===== src/rtl/iob_shift_reg_sched.sv =====
// -----------------------------------------------------------------------------
// iob_shift_reg_sched
//
// Time-shares one external dual-port RAM among CH delay-line channels. Each
// cycle a round-robin arbiter grants one requesting channel. The granted
// channel's sample is written at {ch, wptr}, and the sample pushed N-1 pushes
// earlier on that channel is read from {ch, wptr+1 mod N}. Read data returns
// one cycle later and is masked to zero until the channel has wrapped once.
//
// Ports
//   clk_i, cke_i       clock and clock enable (cke_i low freezes all state)
//   arst_i             asynchronous active-high reset
//   rst_i              synchronous clear of all channels (wins over requests)
//   req_i / data_i     per-channel push request and packed samples
//   grant_o            combinational one-hot grant
//   valid_o, ch_o      registered: delayed sample valid and its channel
//   data_o             delayed sample (masked read data)
//   ext_mem_*          external synchronous dual-port RAM interface
// -----------------------------------------------------------------------------
module iob_shift_reg_sched #(
   parameter int DATA_W = 21,
   parameter int N      = 21,
   parameter int CH     = 4,
   parameter int PTR_W  = $clog2(N),
   parameter int CH_W   = $clog2(CH),
   parameter int ADDR_W = CH_W + PTR_W
) (
   input  logic                 clk_i,
   input  logic                 cke_i,
   input  logic                 arst_i,
   input  logic                 rst_i,
   input  logic [CH-1:0]        req_i,
   input  logic [CH*DATA_W-1:0] data_i,
   output logic [CH-1:0]        grant_o,
   output logic                 valid_o,
   output logic [CH_W-1:0]      ch_o,
   output logic [DATA_W-1:0]    data_o,
   output logic                 ext_mem_clk_o,
   output logic                 ext_mem_w_en_o,
   output logic [ADDR_W-1:0]    ext_mem_w_addr_o,
   output logic [DATA_W-1:0]    ext_mem_w_data_o,
   output logic                 ext_mem_r_en_o,
   output logic [ADDR_W-1:0]    ext_mem_r_addr_o,
   input  logic [DATA_W-1:0]    ext_mem_r_data_i
);

   localparam logic [PTR_W-1:0] PTR_LAST = PTR_W'(N - 1);
   localparam logic [CH_W-1:0]  CH_LAST  = CH_W'(CH - 1);
   localparam logic [CH-1:0]    ONE_HOT0 = {{(CH-1){1'b0}}, 1'b1};

   logic [PTR_W-1:0] wptr [CH];
   logic [CH-1:0]    filled;
   logic [CH_W-1:0]  rr;

   logic [CH_W-1:0]  cand;
   logic             found;
   logic [CH_W-1:0]  gnt_idx;
   logic             gnt_vld;
   logic [PTR_W-1:0] cur_ptr;
   logic [PTR_W-1:0] rd_ptr;
   logic             at_last;

   // Rotating-priority search starting at rr.
   // NOTE: every variable written in this block gets a default first, so no
   // path leaves it unassigned and no latch is inferred.
   always_comb begin
      found   = 1'b0;
      gnt_idx = rr;
      cand    = rr;
      for (int i = 0; i < CH; i++) begin
         cand = CH_W'((int'(rr) + i) % CH);
         if (!found && req_i[cand]) begin
            found   = 1'b1;
            gnt_idx = cand;
         end
      end
   end

   // A grant is only real when the block is running and not being cleared.
   assign gnt_vld = found && cke_i && !rst_i && !arst_i;

   assign cur_ptr = wptr[gnt_idx];
   assign at_last = (cur_ptr == PTR_LAST);
   // Read slot is the oldest entry: the one this channel overwrites next.
   assign rd_ptr  = at_last ? '0 : cur_ptr + PTR_W'(1);

   assign grant_o = gnt_vld ? (ONE_HOT0 << gnt_idx) : '0;

   assign ext_mem_clk_o    = clk_i;
   assign ext_mem_w_en_o   = gnt_vld;
   assign ext_mem_r_en_o   = gnt_vld;
   assign ext_mem_w_addr_o = {gnt_idx, cur_ptr};
   assign ext_mem_r_addr_o = {gnt_idx, rd_ptr};
   assign ext_mem_w_data_o = data_i[gnt_idx*DATA_W +: DATA_W];

   // NOTE: state uses non-blocking assignments so every register samples the
   // pre-edge values. The pointer array is a handful of flops and is reset;
   // the RAM contents are never cleared -- stale data is hidden by filled.
   always_ff @(posedge clk_i or posedge arst_i) begin
      if (arst_i) begin
         for (int c = 0; c < CH; c++) wptr[c] <= '0;
         filled  <= '0;
         rr      <= '0;
         valid_o <= 1'b0;
         ch_o    <= '0;
      end else if (cke_i) begin
         if (rst_i) begin
            for (int c = 0; c < CH; c++) wptr[c] <= '0;
            filled  <= '0;
            rr      <= '0;
            valid_o <= 1'b0;
            ch_o    <= '0;
         end else begin
            valid_o <= gnt_vld;
            if (gnt_vld) begin
               wptr[gnt_idx] <= rd_ptr;
               if (at_last) filled[gnt_idx] <= 1'b1;
               rr   <= (gnt_idx == CH_LAST) ? '0 : gnt_idx + CH_W'(1);
               ch_o <= gnt_idx;
            end
         end
      end
   end

   // filled was updated on the same edge as valid_o, so the wrapping push
   // (the one that set filled) is already unmasked.
   assign data_o = (valid_o && filled[ch_o]) ? ext_mem_r_data_i : '0;

endmodule


===== config.mk =====
export PLATFORM = sky130hd
export DESIGN_NAME = iob_shift_reg_sched
export DESIGN_NICKNAME = d
export VERILOG_FILES = /design/src/rtl/iob_shift_reg_sched.sv
export SDC_FILE = /design/constraint.sdc
export NUM_CORES = 1
export LEC_CHECK = 0
export CAP_MARGIN = 10
export CORE_ASPECT_RATIO = 1.25
export CORE_MARGIN = 5
export CORE_UTILIZATION = 37
export CTS_CLUSTER_DIAMETER = 60
export DETAILED_ROUTE_END_ITERATION = 8
export PLACE_DENSITY_LB_ADDON = 0.15
export SYNTH_ARGS = -nofsm -noshare
export SYNTH_HDL_FRONTEND = slang
export SYNTH_SLANG_ARGS = --single-unit

===== constraint.sdc =====
create_clock -name clk_i -period 7.5 [get_ports clk_i]
set_clock_uncertainty 0.05 [all_clocks]
set_input_delay 0.75 -clock clk_i [delete_from_list [all_inputs] [get_ports clk_i]]
set_output_delay 0.75 -clock clk_i [all_outputs]
set_load 0.02 [all_outputs]

==> impl_metrics.json <==
{
  "stdcell_area_um2": 4310,
  "hold_viol_final": 0,
  "endpoint_kind": "output pin",
  "overflow": 0,
  "combinationalPowerShare_pct": 57.2,
  "num_rows": 32,
  "p_sw_share_pct": 40.7,
  "min_path_type": "reg -> reg",
  "reg2reg_slack_ps": 3950,
  "tns_ps": 0,
  "routed_wl_um": 9510,
  "ir_drop_v": 0.000202,
  "path_common_cell": "clkdlybuf4s50_1",
  "power_frac_seq_pct": 21.6,
  "start_util_pct": 38.3,
  "drc": 0,
  "status": "complete, no violations",
  "drv_cap": 0,
  "vias": 3112,
  "dpl_cell_area_um2": 4160,
  "syn_area_um2": 2390,
  "syn_nets": 466,
  "worstRegToRegCells": 10,
  "die_y_um": 99.9,
  "worstSkewPairLatency_ps": 380,
  "p_switching_w": 0.000343,
  "dr.pass1.iters": 5,
  "required_ps": 6700,
  "grt_util_met3_pct": 8.35,
  "whs_path_depth": 2,
  "place.gp.congestion": 0.837,
  "die_width_um": 81.9,
  "start_kind": "input port",
  "ys_warn_count": 0,
  "setup.worst_path.class": "in -> out",
  "grtUsageTotal_pct": 23.2,
  "post_cts_buffers": 0,
  "gr-usage-met2_pct": 42.2,
  "r2r_end": "wptr[14]",
  "grt_pass1_wl_um": 14800,
  "grt_busiest_layer": "met2",
  "avgSynthCellArea_um2": 6.87,
  "fillers": 528,
  "synth_cell_type_count": 40,
  "cts_hold_buf": 0,
  "path_cells": "clkdlybuf4s50_1 > nor2_1 > a211o_1 > o211a_1 > buf_4 > inv_2 > o221ai_1 > nand2_1 > inv_1 > ha_1 > nand2b_1 > o21ai_1 > clkdlybuf4s50_1",
  "die_area_um2": 8180,
  "post-route-period-util_pct": 73.4,
  "synthCells": 348,
  "utilization_pct": 69.0,
  "final_nets": 630,
  "vias_per_cell": 5.20,
  "critPathSlowestCell": "inv_2",
  "ant_nets": 0,
  "hp-start": "wptr[5]",
  "cp.arrival_ps": 4700,
  "grt_use_met1_pct": 24.2,
  "tightest_slew_ps": 837,
  "max_stage_delay_ps": 690,
  "path_max_fanout": 56,
  "internal_power_w": 0.000499,
  "reg2reg_from": "rr[0]",
  "syn_to_final_growth_pct": 80.4,
  "wire_per_inst_um": 15.9,
  "max_freq_mhz": 182,
  "antenna_found_initial": 0,
  "cts_tree": "done",
  "drive_gt1_share_pct": 3.51,
  "p_per_area_nw_per_um2": 195,
  "yosysSeqAreaShare_pct": 30.4,
  "diodes": 0,
  "initialDrtViolationCount": 166,
  "ys_ff_latch": 29,
  "finalCriticalPeriod_ps": 5500,
  "pin_count": 179,
  "report.final.slew_viol_count": 0,
  "io_buffers": 178,
  "max_slew_margin_pct": 44.1,
  "holdPathEnd": "wptr[5]",
  "first_global_vias": 3167,
  "setup_viol": 0,
  "ctsResizeCount": 0,
  "clkPwrFrac_pct": 21.2,
  "grt_setup_unrepaired": "no",
  "p_leak_nw": 1.98,
  "grt_max_degree": 57,
  "dp_hpwl_um": 7380,
  "hold-worst-slack_ps": 434,
  "core_um2": 6250,
  "cts.reportedPaths.clkPinSlew_ps": 50
}
==> worst max-delay path, delay by kind of cell <==
family	cells	cell delay, ps
simple gates	3	380
buf+inv	5	2290
compound gates	4	1010
fa+ha+maj	1	250
==> layout by cell type (no fill, tap or decap), drive strengths merged, types with 2 or more instances in the layout <==
master / instances
a21oi: 4
a22o: 3
a31oi: 21
a32oi: 2
and3: 43
buf: 2
clkbuf: 11
clkdlybuf4s50: 178
dfrtp: 29
ha: 5
inv: 22
nand2: 120
nand2b: 3
nand3: 10
nor2: 4
nor2b: 3
nor3: 5
nor4: 3
o21a: 4
o21ai: 26
o221ai: 4
==> area by class of cell <==
class / count / area [µm²] / area share [%]
repair buffers: 179 / 1810 / 41.9
multi-input cells: 271 / 1460 / 33.8
flip-flops and latches: 29 / 726 / 16.8
clock buffers: 12 / 131 / 3.05
well taps: 85 / 106 / 2.47
inverters: 22 / 82.6 / 1.92
==> flip-flops by register name (all words and copies together) (netlist names) <==
name	cells
wptr	20
filled	4
ch_o	2
rr	2
valid_o	1
==> worst max-delay path by stage <==
stage | start | end | slack [ps] | depth (start not counted)
5_1_grt | req_i[0] | ext_mem_r_addr_o[2] | 1720 | 13
3_5_place_dp | req_i[2] | ext_mem_r_addr_o[2] | 2050 | 13
3_3_place_gp | req_i[0] | ext_mem_r_addr_o[4] | 2150 | 14
2_1_floorplan | clk_i | ext_mem_clk_o | 2820 | 1
4_1_cts | req_i[2] | ext_mem_r_addr_o[2] | 2000 | 13
6_report | req_i[2] | ext_mem_r_addr_o[2] | 2000 | 13
==> metal layers <==
metal / part of all wire (%) / vias up / routed length, µm
met2: 51 / 174 / 4870
met4: 1.5 / 0 / 142
met3: 12 / 16 / 1100
li1: - / 1517 / -
met1: 36 / 1405 / 3400
met5: 0 / - / 0
==> stage by stage <==
step / worst slack (ps) / power, W / std cells
final: 2000 / 0.000842 / 598
after global placement: 2150 / 0.000676 / 586
after detailed placement: 2050 / 0.000681 / 586
after global routing: 1720 / 0.000896 / 598
after floorplan: 2820 / 0.000461 / 348
after CTS: 2000 / 0.000849 / 597
==> power groups by stage <==
stage               Sequential [W]  Combinational, W  Clock (W)
floorplan                 0.000182          0.000263  0.0000156
global placement          0.000183          0.000475  0.0000179
detailed placement        0.000184          0.000480  0.0000179
CTS                       0.000181          0.000484   0.000184
global route              0.000183          0.000520   0.000192
finish                    0.000182          0.000481   0.000179
==> cell families (layout without fill, tap and decap cells) <==
logic type	Yosys count	in the layout	synth area share, %
and+or+nand+nor	195	195	39.0
AOI/OAI and AO/OA	69	69	18.2
buffers and inverters	48	213	8.59
DFF	29	29	30.4
adders and majority gates	5	5	2.62
xor gates and xnor gates	1	1	0.367
muxes	1	1	0.942
==> synth_stat cells <==
master | count | area (µm²)
a32o_1 | 1 | 10.0
o21ai_0 | 23 | 115
a21oi_1 | 4 | 20.0
nor3b_1 | 1 | 7.51
a211oi_1 | 1 | 7.51
a32oi_1 | 2 | 17.5
nor4_1 | 1 | 6.26
a21o_1 | 1 | 7.51
dfrtp_1 | 29 | 726
and3_1 | 43 | 269
inv_1 | 20 | 75.1
o21ai_1 | 3 | 15.0
a211o_1 | 1 | 8.76
and4_1 | 1 | 8.76
clkbuf_1 | 14 | 52.6
nor2_1 | 4 | 15.0
buf_2 | 2 | 10.0
nor3_1 | 5 | 25.0
mux4_2 | 1 | 22.5
a31oi_1 | 21 | 131
nand2_1 | 120 | 450
nand2b_1 | 2 | 12.5
nor2b_1 | 2 | 12.5
o211a_1 | 1 | 10.0
o21a_1 | 4 | 30.0
a22o_1 | 3 | 26.3
nand2b_2 | 1 | 8.76
or4b_4 | 1 | 13.8
nor4_2 | 1 | 12.5
nor2b_2 | 1 | 8.76
inv_2 | 2 | 7.51
ha_1 | 5 | 62.6
and3b_1 | 1 | 8.76
xor2_1 | 1 | 8.76
nand3_1 | 10 | 50.1
buf_1 | 5 | 18.8
o221ai_1 | 4 | 35.0
buf_6 | 1 | 11.3
buf_4 | 4 | 30.0
nor4_4 | 1 | 21.3
(Power assumes the default switching activity.)
